$ cat src/rtl/seg_pkg.sv
// Shared types and glyph codes for the 8-digit seven-segment scanner.
// Also used by whatever logic produces the digit codes.
package seg_pkg;

  localparam int DIG_W   = 5;
  localparam int NUM_DIG = 8;

  localparam logic [3:0] GL_H     = 4'hA;
  localparam logic [3:0] GL_E     = 4'hB;
  localparam logic [3:0] GL_L     = 4'hC;
  localparam logic [3:0] GL_O     = 4'hD;
  localparam logic [3:0] GL_MINUS = 4'hE;
  localparam logic [3:0] GL_BLANK = 4'hF;

  localparam logic [6:0] SEG_OFF = 7'h7F;
  localparam logic [7:0] AN_OFF  = 8'hFF;

  typedef struct packed {
    logic       dp;
    logic [3:0] glyph;
  } dig_t;

endpackage

$ cat src/rtl/seg_glyph.sv
// Glyph code to active-low segment pattern, seg[0]=a .. seg[6]=g.
// Purely combinational.
module seg_glyph
  import seg_pkg::*;
(
  input  logic [3:0] glyph,
  output logic [6:0] seg
);

  always_comb begin
    seg = SEG_OFF;
    case (glyph)
      4'h0:     seg = 7'h40;
      4'h1:     seg = 7'h79;
      4'h2:     seg = 7'h24;
      4'h3:     seg = 7'h30;
      4'h4:     seg = 7'h19;
      4'h5:     seg = 7'h12;
      4'h6:     seg = 7'h02;
      4'h7:     seg = 7'h78;
      4'h8:     seg = 7'h00;
      4'h9:     seg = 7'h10;
      GL_H:     seg = 7'h09;
      GL_E:     seg = 7'h06;
      GL_L:     seg = 7'h47;
      GL_O:     seg = 7'h40;
      GL_MINUS: seg = 7'h3F;
      GL_BLANK: seg = SEG_OFF;
      default:  seg = SEG_OFF;
    endcase
  end

endmodule

$ cat src/rtl/seg_scan.sv
// Multiplexed 8-digit seven-segment scanner with per-slot dead time
// and a frame-aligned snapshot of the digit codes.
module seg_scan
  import seg_pkg::*;
#(
  parameter int unsigned SCAN_DIV = 100000,
  parameter int unsigned DEAD_CYC = 16
) (
  input  logic                     clk,
  input  logic                     rst_n,
  input  logic                     en,
  input  logic [NUM_DIG*DIG_W-1:0] dig,
  output logic [NUM_DIG-1:0]       an,
  output logic [6:0]               seg,
  output logic                     dp,
  output logic                     frame
);

  localparam int CW = $clog2(SCAN_DIV);

  logic [CW-1:0]            cnt;
  logic [2:0]               idx;
  dig_t [NUM_DIG-1:0]       snap;
  logic                     wrap;
  logic                     last;
  dig_t                     cur;
  logic [6:0]               glyph_seg;
  logic [NUM_DIG-1:0]       an_d;
  logic [6:0]               seg_d;
  logic                     dp_d;
  logic [NUM_DIG-1:0]       an_q;
  logic [6:0]               seg_q;
  logic                     dp_q;
  logic                     frame_q;

  assign wrap = (cnt == CW'(SCAN_DIV - 1));
  assign last = wrap && (idx == 3'd7);
  assign cur  = snap[idx];

  seg_glyph u_glyph (
    .glyph (cur.glyph),
    .seg   (glyph_seg)
  );

  always_ff @(posedge clk or negedge rst_n) begin
    if (!rst_n) begin
      cnt     <= '0;
      idx     <= '0;
      snap    <= '0;
      frame_q <= 1'b0;
    end else begin
      cnt     <= wrap ? '0 : cnt + 1'b1;
      frame_q <= last;
      if (wrap)
        idx <= idx + 3'd1;
      // dig is only sampled here, so a frame never mixes two codes
      if (last)
        snap <= dig;
    end
  end

  always_comb begin
    an_d  = AN_OFF;
    seg_d = SEG_OFF;
    dp_d  = 1'b1;
    if (en && (cnt >= CW'(DEAD_CYC))) begin
      an_d  = ~(NUM_DIG'(1) << idx);
      seg_d = glyph_seg;
      dp_d  = ~cur.dp;
    end
  end

  always_ff @(posedge clk or negedge rst_n) begin
    if (!rst_n) begin
      an_q  <= AN_OFF;
      seg_q <= SEG_OFF;
      dp_q  <= 1'b1;
    end else begin
      an_q  <= an_d;
      seg_q <= seg_d;
      dp_q  <= dp_d;
    end
  end

  assign an    = an_q;
  assign seg   = seg_q;
  assign dp    = dp_q;
  assign frame = frame_q;

endmodule
$ cat config.mk
export PLATFORM = sky130hd
export DESIGN_NAME = seg_scan
export DESIGN_NICKNAME = d
export VERILOG_FILES = /design/src/rtl/seg_pkg.sv /design/src/rtl/seg_glyph.sv /design/src/rtl/seg_scan.sv
export SDC_FILE = /design/constraint.sdc
export NUM_CORES = 1
export LEC_CHECK = 0
export ABC_AREA = 0
export ABC_CLOCK_PERIOD_IN_PS = 4800
export BUFFER_PORTS_ARGS = -buffer_cell sky130_fd_sc_hd__buf_2
export CORE_MARGIN = 4
export CORE_UTILIZATION = 30
export DETAILED_ROUTE_END_ITERATION = 8
export PLACE_DENSITY_LB_ADDON = 0.08
export SETUP_SLACK_MARGIN = 0.2
export SLEW_MARGIN = 20
export SYNTH_ARGS = -nofsm -noshare
export SYNTH_HDL_FRONTEND = slang
export SYNTH_SLANG_ARGS = --single-unit
$ cat constraint.sdc
create_clock -name clk -period 4.8 [get_ports clk]
set_clock_uncertainty 0.2 [all_clocks]
set_input_delay 0.48 -clock clk [delete_from_list [all_inputs] [get_ports clk]]
set_output_delay 0.48 -clock clk [all_outputs]
set_load 0.02 [all_outputs]
==> results of run 1 <==
-- flip-flops by register name, indices dropped and copies added, names as in the netlist --
name / flops
snap: 40
dp: 1
an: 8
cnt: 17
frame: 1
idx: 3
seg: 7
-- layout make-up --
type / count / area, um2
fill: 1206 / 7720
sequential: 77 / 1950
multi-input combinational: 169 / 1710
timing repair buffer: 60 / 309
clock buffer: 15 / 268
tap: 168 / 210
inverter: 13 / 48.8
clock inverter: 1 / 7.51
-- worst max-delay path by stage --
stage	from	to	slack (ns)	cells past startpoint
after floorplan	idx[1]	seg[0]	2.15	7
after detailed placement	idx[1]	snap[9]	1.82	5
after global routing	idx[1]	seg[0]	1.62	6
after CTS	idx[1]	snap[6]	1.80	5
after global placement	idx[1]	snap[1]	1.83	5
final	idx[1]	snap[8]	1.86	5
-- placed cells by master (no fill, tap or decap), types with 3 or more instances in the layout --
master	count
a32oi_1	3
buf_2	58
clkbuf_1	4
clkbuf_16	9
dfrtp_1	61
dfstp_2	16
ha_1	15
inv_1	12
mux2_2	7
mux2_4	40
mux2i_1	6
mux4_2	10
nand2_1	20
nand2b_1	3
nand3_1	6
nand4_1	4
nor2_1	13
nor3_1	3
xnor2_1	11
xor2_1	3
-- critical path: cells and delay by family (launching register included) --
kind	cells	cell delay (ns)
simple gates	1	0.88
fa+ha+maj	2	0.47
flops	1	0.78
buf+inv	1	0.05
mux	1	0.41
-- metrics by stage --
| step | hold slack, ns | util [%] | total power (uW) | area, um2 | instances |
|---|---|---|---|---|---|
| 6_report | -0.0194 | 36.8 | 1430 | 4500 | 503 |
| 5_1_grt | 0.0491 | 36.8 | 1510 | 4500 | 503 |
| 4_1_cts | 0.146 | 36.8 | 1460 | 4490 | 503 |
| 3_5_place_dp | 0.284 | 34.5 | 805 | 4220 | 487 |
| 3_3_place_gp | 0.281 | 34.5 | 805 | 4220 | 487 |
| 2_1_floorplan | -0.0156 | - | 755 | 3810 | 269 |
-- routing by layer --
| layer | wire (um) | GRT usage (%) |
|---|---|---|
| met5 | 0 | 0 |
| met4 | 187 | 6.16 |
| met3 | 384 | 3.79 |
| met2 | 3400 | 17.4 |
| met1 | 3800 | 15.8 |
-- report_power, final --
group / switching (uW) / total, uW / internal [uW]
clock: 256 / 635 / 379
sequential: 11.7 / 688 / 677
combinational: 48.5 / 103 / 54.4
-- cell families after synthesis --
group / synth area share, %
xor+xnor: 3.22
flops: 51.1
fa+ha+maj: 4.92
mux: 25.3
compound gates: 2.86
simple gates: 8.44
buf+inv: 4.17
==> metrics.md, run 1 <==
| Metric | Value |
|---|---|
| Syn Inst Count | `269` |
| TritonCTS clock tree | `done` |
| Chip width | `121 um` |
| Hold Slack | `-0.0194 ns` |
| Synth Register Bits | `77` |
| Critical path's slowest cell | `or4_4` |
| P per Cell Area | `317 nW/um2` |
| Max rail drop VDD | `0.124 mV` |
| Pre-CTS setup slack | `1.82 ns` |
| Sink Count | `between 70 and 80` |
| Cell Area, Synth | `3810 um2` |
| Area grow syn2layout | `18.0%` |
| Number of global-route vias before repair | `2365` |
| Setup crit end kind | `flip-flop` |
| Port Buffers | `59` |
| Largest stage delay, worst path | `0.88 ns` |
| Postcts setup bufs | `0` |
| Cell depth of the worst flop-to-flop path | `5` |
| Top FF cell, synth | `dfrtp_1` |
| Crit path top cell by count | `ha_1` |
| Unrepaired setup endpoints after global routing | `no` |
| Critical path launch point type | `flip-flop` |
| EDFF count, synth | `0` |
| Net Count, Synth | `~330` |
| # nets final | `388` |
| Max-Cap Viols | `0` |
| Status | `finished with violations` |
| Syn_area_per_cell | `around 14 um2` |
| Setup TNS Final | `0 ns` |
| Total routed wirelength | `approximately 8000 um` |
| Area leader, netlist | `dfrtp_1` |
| Max clock buf depth | `2` |
| Post-synthesis async set-or-reset flop share | `100%` |
| Fmax | `340 MHz` |
| WS Path Type | `reg -> reg` |
| Top-count cell post-synth | `dfrtp_1` |
| Max-slew violation count | `0` |
| First-pass GRT wire length | `13000 um` |
| Vias per cell | `4.42` |
| DP HPWL | `5430 um` |
| Die Area | `14600 um2` |
| Placement Rows | `40` |
| Root buffer cell | `clkbuf_16` |
| Sequential share of the synthesized area | `51.1%` |
| Post-cts resize count | `0` |
| Worst-path cell chain | `ha_1 > ha_1 > inv_1 > or4_4 > mux2_4` |
| Worst skew pair latency | `0.34 ns` |
| TritonCTS Buffers | `9` |
| Final Setup Violations | `0` |
| Worst rel slew slack | `40.6%` |
| DRC violations left | `0` |
| Reg-to-Reg Start | `idx[1]` |
| I/O Pins | `60` |
| Failing checks | `negative hold slack` |
| Top cell type's share of synthesized area | `about two fifths` |
| Hold Crit Class | `in -> async` |
| Remaining antenna violation count | `0` |
| Fin crit share | `61.3%` |
| Worst-margin pin slew | `0.880 ns` |
| Core box area | `about 12000 um2` |
| Critical path fanouts, max | `40` |
| DR iter-0 viols | `84` |
| Share of cells above drive strength 1 | `45.7%` |
| Final Hold Viols | `29` |
| Die Ht | `roughly 120 um` |
| Largest net degree at the start of global routing | `78` |
| Antenna violations before repair | `0` |
| GR Overflow Total | `0` |
| Antenna cells | `0` |
| Crit path DAT | `approximately 3.0 ns` |
| Final min period | `around 3 ns` |
| P_leak | `0.00210 uW` |
| H-tree depth | `3` |
| Ranking of synthesized cells by area | `dfrtp_1 (40%), mux2_4 (16%), dfstp_2 (11%)` |
| Yosys cell types | `42` |
| GR Util All Layers | `a little under an eighth` |
| CTS Hold Bufs | `0` |
| Vias | `2222` |
| RR Endpoint | `snap[8]` |
| Final worst slack | `about 1.9 ns` |
| Crit path required time | `4.83 ns` |
| YS warnings | `0` |
| Initial Util | `~31%` |
| Register-to-Register Setup Slack | `1.86 ns` |
| Clock Pin Slew Worst Setup and Hold Paths | `0.06 ns` |
| Post-synth top cells | `dfrtp_1 (61), mux2_4 (40), nand2_1 (20)` |
| Avg WL per Cell | `approximately 15 um` |
| First-pass DRT Iterations | `4` |
| RD Place Congestion | `0.763` |
Power figures use the tool's default switching activity.
==> run 2, diff against run 1 <==
--- a/config.mk
+++ b/config.mk
@@ -6,7 +6,7 @@
 export NUM_CORES = 1
 export LEC_CHECK = 0
 export ABC_AREA = 0
-export ABC_CLOCK_PERIOD_IN_PS = 4800
+export ABC_CLOCK_PERIOD_IN_PS = 2700
 export BUFFER_PORTS_ARGS = -buffer_cell sky130_fd_sc_hd__buf_2
 export CORE_MARGIN = 4
 export CORE_UTILIZATION = 30
==> constraint.sdc (replaced) <==
create_clock -name clk -period 2.7 [get_ports clk]
set_clock_uncertainty 0.2 [all_clocks]
set_input_delay 0.27 -clock clk [delete_from_list [all_inputs] [get_ports clk]]
set_output_delay 0.27 -clock clk [all_outputs]
set_load 0.02 [all_outputs]
==> run 2 against run 1 <==
The flow now finishes without violations. Hold slack better by 0.15 ns. Worst setup slack got worse by 1.7 ns. Sequential power up 77%. Register-to-register slack lost 1.7 ns. Design area grew 13%. Global-route usage rose by 0.31 points. Core utilization rose by 4.7 points. Count of clock-buffer cells in the layout decreased by 6. Clock power up 100%. Non-clock buffer count rose by 54. Maximum frequency up 14%. Wire length rose by 3.6%. Critical path type unchanged.
==> metrics.md, run 2 (same netlist as run 1, synthesis figures left out) <==
| Metric | Value |
|---|---|
| Worst rel slew slack | `51.0% (+10 points)` |
| Chip width | `121 um (unchanged)` |
| DP HPWL | `5670 um (+4.3%)` |
| Final Hold Viols | `0 (-100%)` |
| Final worst slack | `0.113 ns (-1.74 ns)` |
| TritonCTS Buffers | `9 (unchanged)` |
| Unrepaired setup endpoints after global routing | `yes` |
| Commonest non-fill, non-tap cell in the layout | `dfrtp_1` |
| Vias | `2385 (+7.3%)` |
| DR iter-0 viols | `50 (-40%)` |
| Switching Share | `21.8% (-0.38 points)` |
| Fin crit share | `95.8% (+34 points)` |
| Initial Util | `31.2% (unchanged)` |
| Post-layout util | `41.5% (+4.7 points)` |
| Share of cells above drive strength 1 | `44.7% (-0.94 points)` |
| GR Util All Layers | `12.2% (+0.31 points)` |
| Total routed wirelength | `8060 um (+3.6%)` |
| Max FFs per register | `40 (unchanged)` |
| Max-Cap Viols | `0 (unchanged)` |
| Pre-CTS setup slack | `0.125 ns (-1.69 ns)` |
| Max rail drop VDD | `0.340 mV (+180%)` |
| Critical path's slowest cell | `or4_4` |
| Largest net degree at the start of global routing | `44 (-44%)` |
| Die Area | `14600 um2 (unchanged)` |
| First-pass GRT wire length | `13700 um (+5.2%)` |
| Crit path DAT | `2.60 ns (-0.37 ns)` |
| Max clock buf depth | `2 (unchanged)` |
| Remaining antenna violation count | `0 (unchanged)` |
| Root buffer cell | `clkbuf_16` |
| Final Setup Violations | `0 (unchanged)` |
| Postcts setup bufs | `0 (unchanged)` |
| Most flop-heavy register | `snap` |
| Total power | `2750 uW (+93%)` |
| I/O Pins | `60 (unchanged)` |
| Worst-path cell chain | `or4_4 > or2_4 > or4_4 > buf_12 > mux2_4` |
| Psw | `598 uW (+89%)` |
| Clock power share | `47.0% (+2.5 points)` |
| Number of global-route vias before repair | `2602 (+10%)` |
| Crit path required time | `2.71 ns (-2.12 ns)` |
| Critical path launch point type | `flip-flop` |
| Placement Rows | `40 (unchanged)` |
| Worst-margin pin slew | `0.729 ns (-0.151 ns)` |
| P_leak | `0.00236 uW (+13%)` |
| Sink Count | `77 (unchanged)` |
| Largest stage delay, worst path | `0.53 ns (-0.35 ns)` |
| Final min period | `2.59 ns (-0.357 ns)` |
| Register area | `1950 um2 (+0.13%)` |
| Critical path fanouts, max | `40 (unchanged)` |
| Status | `completed` |
| Fillers | `1205 (-0.083%)` |
| Internal power | `2150 uW (+93%)` |
| Setup TNS Final | `0 ns (unchanged)` |
| WS Path Type | `reg -> reg` |
| Commonest non-fill, non-tap cells in the layout | `dfrtp_1 (59), buf_2 (58), dlygate4sd3_1 (41)` |
| Multi-input logic area | `1710 um2 (+0.22%)` |
| Antenna cells | `0 (unchanged)` |
| Hold Crit Class | `in -> reg` |
| DRC violations left | `0 (unchanged)` |
| Combinational share of power | `8.5% (+1.3 points)` |
| Area grow syn2layout | `33.0%` |
| Die Ht | `121 um (unchanged)` |
| Vias per cell | `4.28 (-3.1%)` |
| Clock Pin Slew Worst Setup and Hold Paths | `0.06 ns (about the same)` |
| Avg WL per Cell | `14.5 um (-6.5%)` |
| First-pass DRT Iterations | `4 (unchanged)` |
| RD Place Congestion | `0.703 (-7.8%)` |
| Core box area | `12200 um2 (unchanged)` |
| Setup crit end kind | `flip-flop` |
| Flop pwr share | `44.5% (-3.8 points)` |
| Max-slew violation count | `0 (unchanged)` |
| Crit path top cell by count | `or4_4` |
| # nets final | `442 (+14%)` |
| Worst skew pair latency | `0.33 ns (about the same)` |
| P per Cell Area | `542 nW/um2 (+71%)` |
| GR Overflow Total | `0 (unchanged)` |
| Port Buffers | `59 (unchanged)` |
| Fmax | `387 MHz (+14%)` |
| Hold Slack | `0.131 ns (+0.151 ns)` |
| H-tree depth | `3 (unchanged)` |
| TritonCTS clock tree | `done` |
| Antenna violations before repair | `0 (unchanged)` |
-- run 2: final cells by class --
type                       count  area share, %
clock buffer                   9           4.44
clock inverter                 7           1.75
inverter                      13          0.962
multi-input combinational    169           33.7
sequential                    77           38.5
tap                          168           4.15
timing repair buffer         114           16.5
-- run 2: worst max-delay path: cells and delay by family (launching register included) --
kind | cells | cell delay (ns)
AND/OR/NAND/NOR | 3 | 1.31
flip-flops | 1 | 0.37
multiplexers | 1 | 0.33
buffers and inverters | 1 | 0.23
-- run 2: per-stage QoR --
| step | instance area, um2 | instances |
|---|---|---|
| floorplan | 3820 | 269 |
| global placement | 4340 | 500 |
| detailed placement | 4340 | 500 |
| CTS | 5070 | 557 |
| global route | 5070 | 557 |
| finish | 5070 | 557 |
-- run 2: timing repair --
item,in CTS,in global routing
pin swaps,0,0
hold buffers,41,0
hold endpoints to repair,62,0
gates resized for setup,0,3
setup endpoints to repair,40,45
-- run 2: power groups by stage --
stage | registers [uW] | clock network [uW] | logic [uW]
3_5_place_dp | 1240 | 0 | 194
4_1_cts | 1220 | 1330 | 239
2_1_floorplan | 1250 | 0 | 92.1
6_report | 1220 | 1290 | 234
3_3_place_gp | 1240 | 0 | 192
5_1_grt | 1230 | 1380 | 261
-- run 2: final timing paths --
path                              start  endpoint  slack [ns]  depth (start not counted)
worst min-delay path                 en     an[7]        0.13                          3
min in group asynchronous         rst_n   cnt[11]        0.25                          2
worst max-delay path            cnt[12]   snap[6]        0.11                          5
max in group asynchronous         rst_n     an[0]        1.44                          3
worst max register to register  cnt[12]   snap[6]        0.11                          5
worst min register to register   cnt[6]    cnt[6]        0.30                          1
-- run 2: per-layer routing --
layer  up-vias  wire, um  global-route usage, %
met3         8       312                   2.76
met2        45      3670                   18.9
met4         0       129                   5.10
met1      1151      3950                   16.5
li1       1181         -                      -
met5         -         0                      0
